===== config.mk =====
export PLATFORM = sky130hd
export DESIGN_NAME = binary_to_bcd_serial
export DESIGN_NICKNAME = d
export VERILOG_FILES = /design/src/rtl/bcd_pkg.sv /design/src/rtl/bcd_digit_adjust.sv /design/src/rtl/binary_to_bcd_serial.sv
export SDC_FILE = /design/constraint.sdc
export NUM_CORES = 1
export LEC_CHECK = 0
export ABC_CLOCK_PERIOD_IN_PS = 1450
export CORE_ASPECT_RATIO = 0.75
export CORE_MARGIN = 1.5
export CORE_UTILIZATION = 38
export DETAILED_ROUTE_END_ITERATION = 8
export PLACE_DENSITY = 0.66
export SYNTH_ARGS = -nofsm -noshare
export SYNTH_HDL_FRONTEND = slang
export SYNTH_SLANG_ARGS = --single-unit

===== constraint.sdc =====
create_clock -name clk -period 1.45 [get_ports clk]
set_input_delay 0.2175 -clock clk [delete_from_list [all_inputs] [get_ports clk]]
set_output_delay 0.2175 -clock clk [all_outputs]
set_load 0.005 [all_outputs]

===== src/rtl/bcd_pkg.sv =====
// Shared types and elaboration helpers for the serial binary-to-BCD converter.
package bcd_pkg;

    typedef enum logic [1:0] {
        IDLE  = 2'd0,
        SHIFT = 2'd1,
        DONE  = 2'd2
    } state_t;

    // Decimal digits needed for the largest magnitude a width/signedness can produce.
    function automatic int min_bcd_digits(input int width, input int is_signed);
        logic [63:0] m;
        int          d;
        m = (is_signed != 0) ? (64'd1 << (width - 1)) : ((64'd1 << width) - 64'd1);
        d = 1;
        while (m >= 64'd10) begin
            m = m / 64'd10;
            d++;
        end
        return d;
    endfunction

endpackage


===== src/rtl/bcd_digit_adjust.sv =====
// Double-dabble correction cell: add 3 to a BCD digit that is 5 or more.
module bcd_digit_adjust (
    input  logic [3:0] din,
    output logic [3:0] dout
);

    assign dout = (din >= 4'd5) ? din + 4'd3 : din;

endmodule


===== src/rtl/binary_to_bcd_serial.sv =====
// Serial (one bit per cycle) double-dabble converter with valid/ready handshakes
// on both sides; optional two's-complement input reported as sign + magnitude.
module binary_to_bcd_serial
    import bcd_pkg::*;
#(
    parameter int BIN_W  = 16,
    parameter int DIGITS = 5,
    parameter int SIGNED = 0
) (
    input  logic                  clk,
    input  logic                  rst_n,
    input  logic                  in_valid,
    output logic                  in_ready,
    input  logic [BIN_W-1:0]      in_data,
    output logic                  out_valid,
    input  logic                  out_ready,
    output logic [4*DIGITS-1:0]   out_bcd,
    output logic                  out_neg,
    output logic                  busy
);

    localparam int CNT_W = $clog2(BIN_W + 1);

    if (BIN_W < 4 || BIN_W > 32) begin : g_bad_width
        $fatal(1, "binary_to_bcd_serial: BIN_W out of range 4..32");
    end
    if (DIGITS < min_bcd_digits(BIN_W, SIGNED)) begin : g_bad_digits
        $fatal(1, "binary_to_bcd_serial: DIGITS too small for BIN_W");
    end

    state_t               state, state_nxt;
    logic [BIN_W-1:0]     mag, in_mag;
    logic [4*DIGITS-1:0]  acc, acc_adj;
    logic [CNT_W-1:0]     cnt;
    logic                 neg, in_neg, accept, last;

    for (genvar i = 0; i < DIGITS; i++) begin : g_dig
        bcd_digit_adjust u_adj (
            .din  (acc[4*i +: 4]),
            .dout (acc_adj[4*i +: 4])
        );
    end

    // -2^(BIN_W-1) negates to itself, which read unsigned is the right magnitude.
    assign in_neg   = (SIGNED != 0) && in_data[BIN_W-1];
    assign in_mag   = in_neg ? (~in_data + 1'b1) : in_data;

    assign in_ready = (state == IDLE) || ((state == DONE) && out_ready);
    assign accept   = in_valid && in_ready;
    assign last     = (cnt == CNT_W'(BIN_W - 1));

    always_comb begin
        state_nxt = state;
        case (state)
            IDLE:    if (accept) state_nxt = SHIFT;
            SHIFT:   if (last) state_nxt = DONE;
            DONE:    if (out_ready) state_nxt = in_valid ? SHIFT : IDLE;
            default: state_nxt = IDLE;
        endcase
    end

    always_ff @(posedge clk or negedge rst_n) begin
        if (!rst_n) begin
            state <= IDLE;
            mag   <= '0;
            acc   <= '0;
            cnt   <= '0;
            neg   <= 1'b0;
        end else begin
            state <= state_nxt;
            if (accept) begin
                mag <= in_mag;
                neg <= in_neg;
                acc <= '0;
                cnt <= '0;
            end else if (state == SHIFT) begin
                {acc, mag} <= {acc_adj, mag} << 1;
                cnt        <= cnt + CNT_W'(1);
            end
        end
    end

    assign out_bcd   = acc;
    assign out_neg   = neg;
    assign out_valid = (state == DONE);
    assign busy      = (state == SHIFT);

endmodule

==> flow_summary.ini, run 1 <==
[floorplan]
coreArea_um2 = 5381
pin_count = 44
start_util_pct = 39.57
num_rows = 23
fp.dieH_um = 67.83
die_w_um = 89.44
die_area_um2 = 6067

[cells_and_area]
nets = 336
final_cells = 380
num_antenna_cells = 0
area_growth_pct = 56.11
drive_above_1_share_pct = 26.23
design_area_um2 = 3324

[timing]
rsz0062_at_grt = yes
max_freq_mhz = 697.4
finalClockSkew_ns = 0.004434
hold_violations = 0
fin_tns_setup_ns = 0
finalMaxSlewViolations = 0
fin_crit_ns = 1.434
whs_ns = 0.3893
setup-violations-final = 0
fin_crit_sh_pct = 98.89

[setup_path]
criticalPathCategory = reg -> out
rr_worst_depth = 7
cpPeakStageDelay_ns = 0.52
critical_path_cell_count = 1
crit_path_max_fanout = 4
r2r-start = out_bcd[16]$_DFFE_PN0P_
critPathTopFamily = buffers and inverters
reg2reg_slack_ns = 0.06
cp.arrival_ns = 1.22
endpoint = out_bcd[3]
worst_setup_path_start_kind = flip-flop
rr_endpoint = out_bcd[17]$_DFFE_PN0P_
crit_start = out_bcd[3]$_DFFE_PN0P_
cp.required_ns = 1.23
crit_path_cell_trace = clkdlybuf4s50_1
path_buf_inv = 1
cp-end-kind = primary output
slowest_stage = clkdlybuf4s50_1

[cts]
clk_pin_slew_ns = 0.08
h-tree-depth = 2
clkLatencyLatePin_ns = 0.29
clock_sinks = 43
cts_buffers = 5
cts_tree = yes
cts-root-buf = clkbuf_8
cts.path.max_buffers = 2

[power_and_ir_drop]
ir_drop_uv = 915.2
total_power_uw = 7550
powerDensity_nw_per_um2 = 2271
leakage_uw = 0.001672

[place]
port_buffers = 42
dpl_cell_area_um2 = 2793
gp_congestion = 0.7605
dpl.hpwl_um = 3246
placed_cells = 343

[yosys]
syn-instance-count = 215
synth_top_area_share_pct = 50.53
synth.distinct_cells = 28
yosys.area.top_type = dfrtp_1
synth_commonest_cells = 43 x dfrtp_1, 27 x inv_1, 26 x nand2_1
synth_area_um2 = 2130
synth_area_per_cell_um2 = 9.905
yosysMostFrequentCell = dfrtp_1
ys_seq_area_share_pct = 50.53
yosys_most_used_dff = dfrtp_1
ys_warn_count = 0
syn-num-nets = 247
synth.area.top_cells = dfrtp_1 51%, a222oi_1 7.1%, ha_1 7.1%
synth-seq-cells = 43
synth-edff-count = 0
synthArstFlopShare_pct = 100.0

[run_status]
outcome = complete, no violations

[detailed_routing]
drtAntennaViolNets = 0
vias = 1967
route.detailed.drc = 0
routed-wl-met2_um = 2575
avgViaCountPerCell = 5.176
drt-pass1-iter-count = 7
wl_per_cell_um = 14.83
drtIter0Drc = 222
wl_um = 5634
wl_met3_um = 261
wl_met1_um = 2777
top_layer = met4

[hold_path]
hp-class = in -> async

[global_routing]
grt-ovfl-total = 0
grt_pass1_vias = 1853
antenna_found_initial = 0
grt_max_degree = 29
grtUsageTotal_pct = 17.91
grt_pass1_wl_um = 8321

[job]
max_cap_violations = 0
## layout by cell type, fill, tap and decap left out, types with 3 or more instances in the layout
| cell type | n |
|---|---|
| buf_12 | 4 |
| inv_1 | 25 |
| nand2_1 | 26 |
| nand3_1 | 10 |
| clkdlybuf4s50_1 | 23 |
| dlymetal6s2s_1 | 4 |
| nor2_1 | 3 |
| xnor2_1 | 5 |
| ha_1 | 10 |
| o21ai_0 | 4 |
| o311ai_1 | 5 |
| buf_4 | 36 |
| a21oi_2 | 4 |
| a222oi_1 | 15 |
| xor2_1 | 5 |
| dlygate4sd2_1 | 11 |
| o31ai_1 | 3 |
| nand2b_4 | 3 |
| o21ai_1 | 13 |
| nand2b_1 | 4 |
| dfrtp_2 | 3 |
| nor3_1 | 5 |
| clkbuf_8 | 6 |
| dfrtp_1 | 40 |
| buf_6 | 5 |
## worst min path at each step
stage                     slack [ns]                  to  start  cells past startpoint
after CTS                       0.39  mag[2]$_DFFE_PN0P_  rst_n                      2
after detailed placement        0.18  mag[2]$_DFFE_PN0P_  rst_n                      1
after global routing            0.45  mag[2]$_DFFE_PN0P_  rst_n                      2
final                           0.39  mag[2]$_DFFE_PN0P_  rst_n                      2
after global placement          0.18  mag[2]$_DFFE_PN0P_  rst_n                      1
after floorplan                -0.08  cnt[0]$_DFFE_PN0P_  rst_n                      0
## per-layer routing
metal,global-route usage (%),up-vias
li1,-,945
met1,23.75,971
met2,29.61,49
met3,3.860,2
met4,5.577,0
met5,0,-
## power breakdown
| group | internal (µW) | switching [µW] | leakage, µW |
|---|---|---|---|
| logic | 2420 | 2110 | 0.00106 |
| clock network | 558 | 405 | 0.0000612 |
| registers | 1720 | 342 | 0.000546 |
| total | 4690 | 2860 | 0.00167 |
## cell families (layout without fill, tap and decap cells)
logic type / Yosys count / count (layout) / synth area share, %
DFF: 43 / 43 / 50.53
other: 1 / 1 / 0.1761
AOI/OAI and AO/OA: 51 / 53 / 17.63
buffers and inverters: 39 / 127 / 7.462
xor gates and xnor gates: 10 / 10 / 4.113
adders and majority gates: 12 / 12 / 7.050
and+or+nand+nor: 59 / 59 / 13.04
## area by class of cell
class / instances / area [µm²]
sequential: 43 / 1080
tap: 75 / 93.84
timing repair buffer: 91 / 888.4
fill: 456 / 2057
clock buffer: 6 / 82.58
multi-input combinational: 135 / 1035
inverter: 28 / 110.1
clock inverter: 2 / 35.03
## through the flow
step | utilization (%) | worst slack [ns]
2_1_floorplan | - | 0.03011
3_3_place_gp | 51.89 | -0.3830
3_5_place_dp | 51.89 | -0.4139
4_1_cts | 56.41 | 0.004116
5_1_grt | 61.78 | -0.03556
6_report | 61.78 | 0.01605
## state kept, by name, summed over array words and instances, names as in the netlist
name,count
cnt,5
out_bcd,20
state,2
mag,16
## what timing repair did
action | 4_1_cts | 5_1_grt
setup buffers | 11 | 12
pin swaps | 2 | 15
gates cloned | 0 | 5
hold endpoints to repair | 15 | 0
resized for setup | 27 | 31
hold buffers | 1 | 0
endpoints found under the setup margin | 51 | 46
(Power assumes the default switching activity.)
==> run 2: changes to the inputs <==
Settings changed: CORE_MARGIN 1.5 to 5.
==> run 2 against run 1 <==
  * The run now ends with negative setup slack left
  * Sequential power is essentially flat
  * Cell count fell by 0.26%
  * Clock-buffer cell count is 2 higher
  * Maximum frequency decreased by 2.9%
  * Sequential cell count unchanged
  * First-iteration DRC count is 29% lower
  * Non-clock buffer count shrank 2
  * Wire length grew 3.9%
  * Clock skew rose by 0.0027 ns
  * Clock power shrank 13%
  * Global-route usage fell by 1.7 points
  * Critical path type is now reg -> reg
  * Highest routed layer unchanged
==> flow_summary.ini, run 2 (synthesis results as in run 1) <==
[detailed_routing]
avgViaCountPerCell = 5.108
wl_um = 5855
drt-pass1-iter-count = 5
route.detailed.drc = 0
drtIter0Drc = 157
vias = 1936
wl_per_cell_um = 15.45
drtAntennaViolNets = 0

[place]
dpl.hpwl_um = 3249
gp_congestion = 0.7520
dpl_cell_area_um2 = 2793
placed_cells = 343
port_buffers = 42

[timing]
rsz0062_at_grt = yes
finalMaxSlewViolations = 0
finalClockSkew_ns = 0.007149
final.setup.worst_slack_ns = -0.02662
fin_crit_sh_pct = 101.8
max_freq_mhz = 677.2
fin_crit_ns = 1.477
hold_violations = 0
setup-violations-final = 1

[run_status]
outcome = finished with violations
violations = negative setup slack

[global_routing]
grt-ovfl-total = 0
grt_pass1_wl_um = 9018
grt_max_degree = 44
grtUsageTotal_pct = 16.24
antenna_found_initial = 0
grt_pass1_vias = 1869

[cts]
clkLatencyLatePin_ns = 0.29
cts.path.max_buffers = 2
cts_buffers = 5
clock_sinks = 43
cts-root-buf = clkbuf_8
h-tree-depth = 2
cts_tree = yes
clk_pin_slew_ns = 0.08

[power_and_ir_drop]
leakage_uw = 0.001666
powerDensity_nw_per_um2 = 2229
switching_share_pct = 39.08
ir_drop_uv = 763.7
power_switching_uw = 2879
seq_power_share_pct = 27.6
p_int_uw = 4488
combPwrFrac_pct = 61.0
clkPwrFrac_pct = 11.4

[setup_path]
reg2reg_slack_ns = -0.03
criticalPathCategory = reg -> reg
cp.arrival_ns = 1.64
cp-end-kind = flip-flop
cp.required_ns = 1.62
r2r-start = state[0]$_DFFE_PN0P_
rr_worst_depth = 5
worst_setup_path_start_kind = flip-flop
crit_path_max_fanout = 5
rr_endpoint = mag[5]$_DFFE_PN0P_

[floorplan]
die_area_um2 = 7217
coreArea_um2 = 5381
start_util_pct = 39.57
fp.dieH_um = 74.83
die_w_um = 96.44
num_rows = 23
pin_count = 44

[cells_and_area]
nets = 335
largest_reg_flops = 20
nFillCells = 457
design_area_um2 = 3306
final_cells = 379
layout_commonest_cell = dfrtp_1
drive_above_1_share_pct = 25.66
mostFrequentLayoutCells = 41 x dfrtp_1, 36 x buf_4, 26 x nand2_1
num_antenna_cells = 0
area_growth_pct = 55.23

[job]
max_cap_violations = 0

[hold_path]
hp-class = in -> async
==> run 2: changes by cell type in the layout (fill, tap and decap cells not counted), sizes merged <==
| cell | change |
|---|---|
| dlygate4sd2 | -1 |
| o2bb2ai | +1 |
| clkbuf | +3 |
| clkinv | -1 |
| dlymetal6s2s | +1 |
| clkdlybuf4s50 | +1 |
| buf | -3 |
| bufinv | -1 |
| clkdlybuf4s15 | -1 |
==> run 2: worst max path at each step <==
stage          slack, ns                endpoint  depth (start not counted)                  from
2_1_floorplan       0.03     mag[10]$_DFFE_PN0P_                          5  state[0]$_DFFE_PN0P_
4_1_cts            -0.03                    busy                          5  state[0]$_DFFE_PN0P_
6_report           -0.03      mag[5]$_DFFE_PN0P_                          5  state[0]$_DFFE_PN0P_
3_3_place_gp       -0.35  out_bcd[6]$_DFFE_PN0P_                          5              in_valid
3_5_place_dp       -0.41  out_bcd[2]$_DFFE_PN0P_                          5              in_valid
5_1_grt            -0.06     mag[13]$_DFFE_PN0P_                          7  state[0]$_DFFE_PN0P_
==> run 2: cell type report <==
| cell class | count | area, µm² | area share [%] |
|---|---|---|---|
| timing repair buffer | 89 | 874.6 | 26.46 |
| clock buffer | 8 | 100.1 | 3.028 |
| multi-input combinational | 136 | 1049 | 31.72 |
| inverter | 28 | 110.1 | 3.331 |
| tap | 75 | 93.84 | 2.839 |
| sequential | 43 | 1079 | 32.63 |
==> run 2: routing by layer <==
metal  vias up  wire length (µm)  track usage [%]
met1       936              2726            22.37
li1        939                 -                -
met4         0                51            4.977
met5         -                 0                0
met2        56              2683            25.38
met3         5               394            4.196
==> run 2: repair_timing <==
item | 4_1_cts | 5_1_grt
endpoints found under the hold margin | 43 | 0
endpoints found under the setup margin | 57 | 36
hold buffers | 1 | 0
cloned | 2 | 3
gates resized for setup | 33 | 18
buffers inserted | 21 | 3
pin swaps | 10 | 16
==> run 2: power groups by stage <==
stage / Clock (µW) / Sequential [µW] / Combinational [µW]
3_3_place_gp: 0 / 2120 / 3310
3_5_place_dp: 0 / 2130 / 3410
4_1_cts: 861 / 2010 / 4060
5_1_grt: 892 / 2100 / 4910
2_1_floorplan: 0 / 2110 / 1900
6_report: 837 / 2030 / 4500
==> run 2: worst max-delay path: stages (launching register included) <==
cell	delay, ns
dfrtp_1	0.39
buf_6	0.13
nand2b_4	0.19
o2bb2ai_4	0.18
a222oi_1	0.36
inv_1	0.10
==> run 2: through the flow <==
step            TNS, ns  utilization (%)  power (µW)  hold slack (ns)  setup WS [ns]
2_1_floorplan         0                -        4007         -0.07809        0.03011
3_3_place_gp     -10.57            51.89        5428           0.2125        -0.3474
3_5_place_dp     -12.54            51.89        5538           0.2188        -0.4106
4_1_cts        -0.02845            58.85        6937           0.4309       -0.02845
5_1_grt         -0.5053            61.43        7907           0.4640       -0.06362
6_report       -0.02662            61.43        7367           0.4229       -0.02662
==> RTL edit, RTL diff (flow settings as in run 1) <==
The parameter `SIGNED` goes from 0 to 1.
--- a/src/rtl/binary_to_bcd_serial.sv
+++ b/src/rtl/binary_to_bcd_serial.sv
@@ -5,7 +5,7 @@
 #(
     parameter int BIN_W  = 16,
     parameter int DIGITS = 5,
-    parameter int SIGNED = 0
+    parameter int SIGNED = 1
 ) (
     input  logic                  clk,
     input  logic                  rst_n,
Behaviour: not the same (Yosys sat finds a counterexample within 4 cycles, from zero or initial values and one cycle with rst_n low).
==> RTL edit against run 1 <==
The flow now finishes with violations (setup timing). Power rose by 17%. Worst hold slack got worse by 0.022 ns. Highest routed layer unchanged. Routed wire length rose by 45%. Sequential cell count rose by 1. Worst setup slack got worse by 0.029 ns. Non-clock buffer count rose by 47. Largest cell class is now multi-input gates. Critical endpoint is now out_bcd[18]. Cell area rose by 31%. Synthesized area rose by 25%. Sequential share of layout area fell by 7.1 points.
==> RTL edit: results (changes against run 1) <==
outcome=finished with violations; failing checks=setup timing; synth top area cells=dfrtp_1 (41%), ha_1 (6.1%), nand2_1 (4.7%); Final WS setup=-0.0128 ns (-0.0289 ns); sequential element share of the synthesized area=0.414 (-0.0916); initial drt markers=173 (-22%); routed len/inst=16.0 um (+8.1%); share of cells above drive strength 1=0.406 (+0.144); PortBufs=43 (+2.4%); initial antenna violation count=0 (unchanged); largest net degree at the start of global routing=31 (+6.9%); Final HPWL DP=5.22 mm (+61%); yosys warns=0 (unchanged); post-synth cell types=45 (+61%); Via Count=2696 (+37%); Post-Syn Nets=326 (+32%); Worst Path Max Fanout=4 (unchanged); Routability Congestion=0.851 (+12%); sequential power=2.23 mW (+8%); arrival time worst endpoint=1.70 ns (+0.48 ns); Layout Nets=458 (+36%); worst-skew pair later-pin latency=about 0.3 ns; final wirelength=8.17 mm (+45%); placed instance count=473 (+38%); most instantiated cells after synthesis=dfrtp_1 (44), nand2_1 (33), o21ai_1 (23), a21oi_1 (18), nand3_1 (17); slowest CP cell=dfrtp_1; DRT Pass-1 Iters=4 (-3); Final Skew=0.00172 ns (-0.00272 ns); biggest cell delay along the critical path=0.43 ns (-0.09 ns); maximum vdd drop=0.000724 V (-21%); CTS clk-pin slew, worst paths=0.08 ns (about the same); leakage=2.04 nW (+22%); Sw Share=0.388 (+0.00991); Setup Viol. Count Final=3 (+3); GRT Total Usage=0.199 (+0.0198); clock tree buffer depth=2 (unchanged); first-pass GRT wire length=11.6 mm (+40%); Post-Syn Instances=293 (+36%); power share of the combinational group=0.654 (+0.054); vias in the first global route=2416 (+30%); pre-CTS WS=-0.483 ns (-0.0688 ns)
RTL edit: changes by cell type in the layout (fill, tap and decap cells not counted), sizes merged, moves of 8 or more:
cell,run 1,this run
mux2i,0,8
a222oi,15,0
o21ai,17,28
a21oi,7,18
buf,48,94
nor2,4,14
inv,28,16
RTL edit: metrics by stage:
step / total power [mW] / hold slack, ns / setup TNS [ns] / area [um^2]
CTS: 7.75 / 0.375 / -0.123 / 3970
finish: 8.83 / 0.368 / -0.0268 / 4350
floorplan: 4.53 / -0.0781 / -0.00188 / 2680
global placement: 6.38 / 0.168 / -7.57 / 3700
detailed placement: 6.55 / 0.169 / -8.75 / 3700
global route: 9.47 / 0.418 / -1.06 / 4350
RTL edit: logic make-up (layout without fill, tap and decap cells):
group	count (synthesis)	after routing	synth area share
adders and majority gates	13	13	0.0611
AOI/OAI and AO/OA	64	64	0.146
and+or+nand+nor	110	110	0.218
buffers and inverters	29	162	0.0432
muxes	14	14	0.0555
xor gates and xnor gates	19	19	0.0625
DFF	44	44	0.414
RTL edit: final cells by class:
| class | count | area, um^2 |
|---|---|---|
| clock inverter | 2 | 10.0 |
| clock buffer | 6 | 82.6 |
| timing repair buffer | 138 | 1260 |
| inverter | 16 | 60.1 |
| multi-input combinational | 220 | 1730 |
| tap | 84 | 105 |
| fill | 558 | 2450 |
| sequential | 44 | 1100 |
RTL edit: path summary, 6_finish.rpt:
path / startpoint / endpoint / slack, ns / cells after the start
hold reg to reg: mag[15] / out_bcd[0] / 0.49 / 2
min in group clk: in_data[6] / mag[6] / 0.44 / 4
setup / recovery: out_bcd[16] / out_bcd[18] / -0.01 / 5
max in group asynchronous: rst_n / out_bcd[10] / 0.57 / 3
setup reg to reg: out_bcd[16] / out_bcd[18] / -0.01 / 5
hold / removal: rst_n / out_bcd[3] / 0.37 / 2
RTL edit: timing repair:
item	in CTS	in global routing
buffers inserted	14	13
setup endpoints to repair	31	42
pin swaps	9	13
endpoints found under the hold margin	15	0
gates cloned	0	1
hold buffers	1	0
gates resized for setup	43	65
RTL edit: routing by layer:
metal | GRT usage | wire, um | part of all wire | up-vias
met2 | 0.338 | 4250 | 0.52 | 44
met1 | 0.272 | 3580 | 0.44 | 1334
met5 | 0 | 0 | 0 | -
met4 | 0.0501 | 89 | 0.011 | 0
met3 | 0.0312 | 257 | 0.031 | 11
li1 | - | - | - | 1307
RTL edit: critical path, delay by kind of cell, from the launching register on:
kind / cells / cell delay, ns
DFF: 1 / 0.43
muxes: 1 / 0.33
AOI/OAI and AO/OA: 2 / 0.31
adders and majority gates: 1 / 0.19
and+or+nand+nor: 1 / 0.15
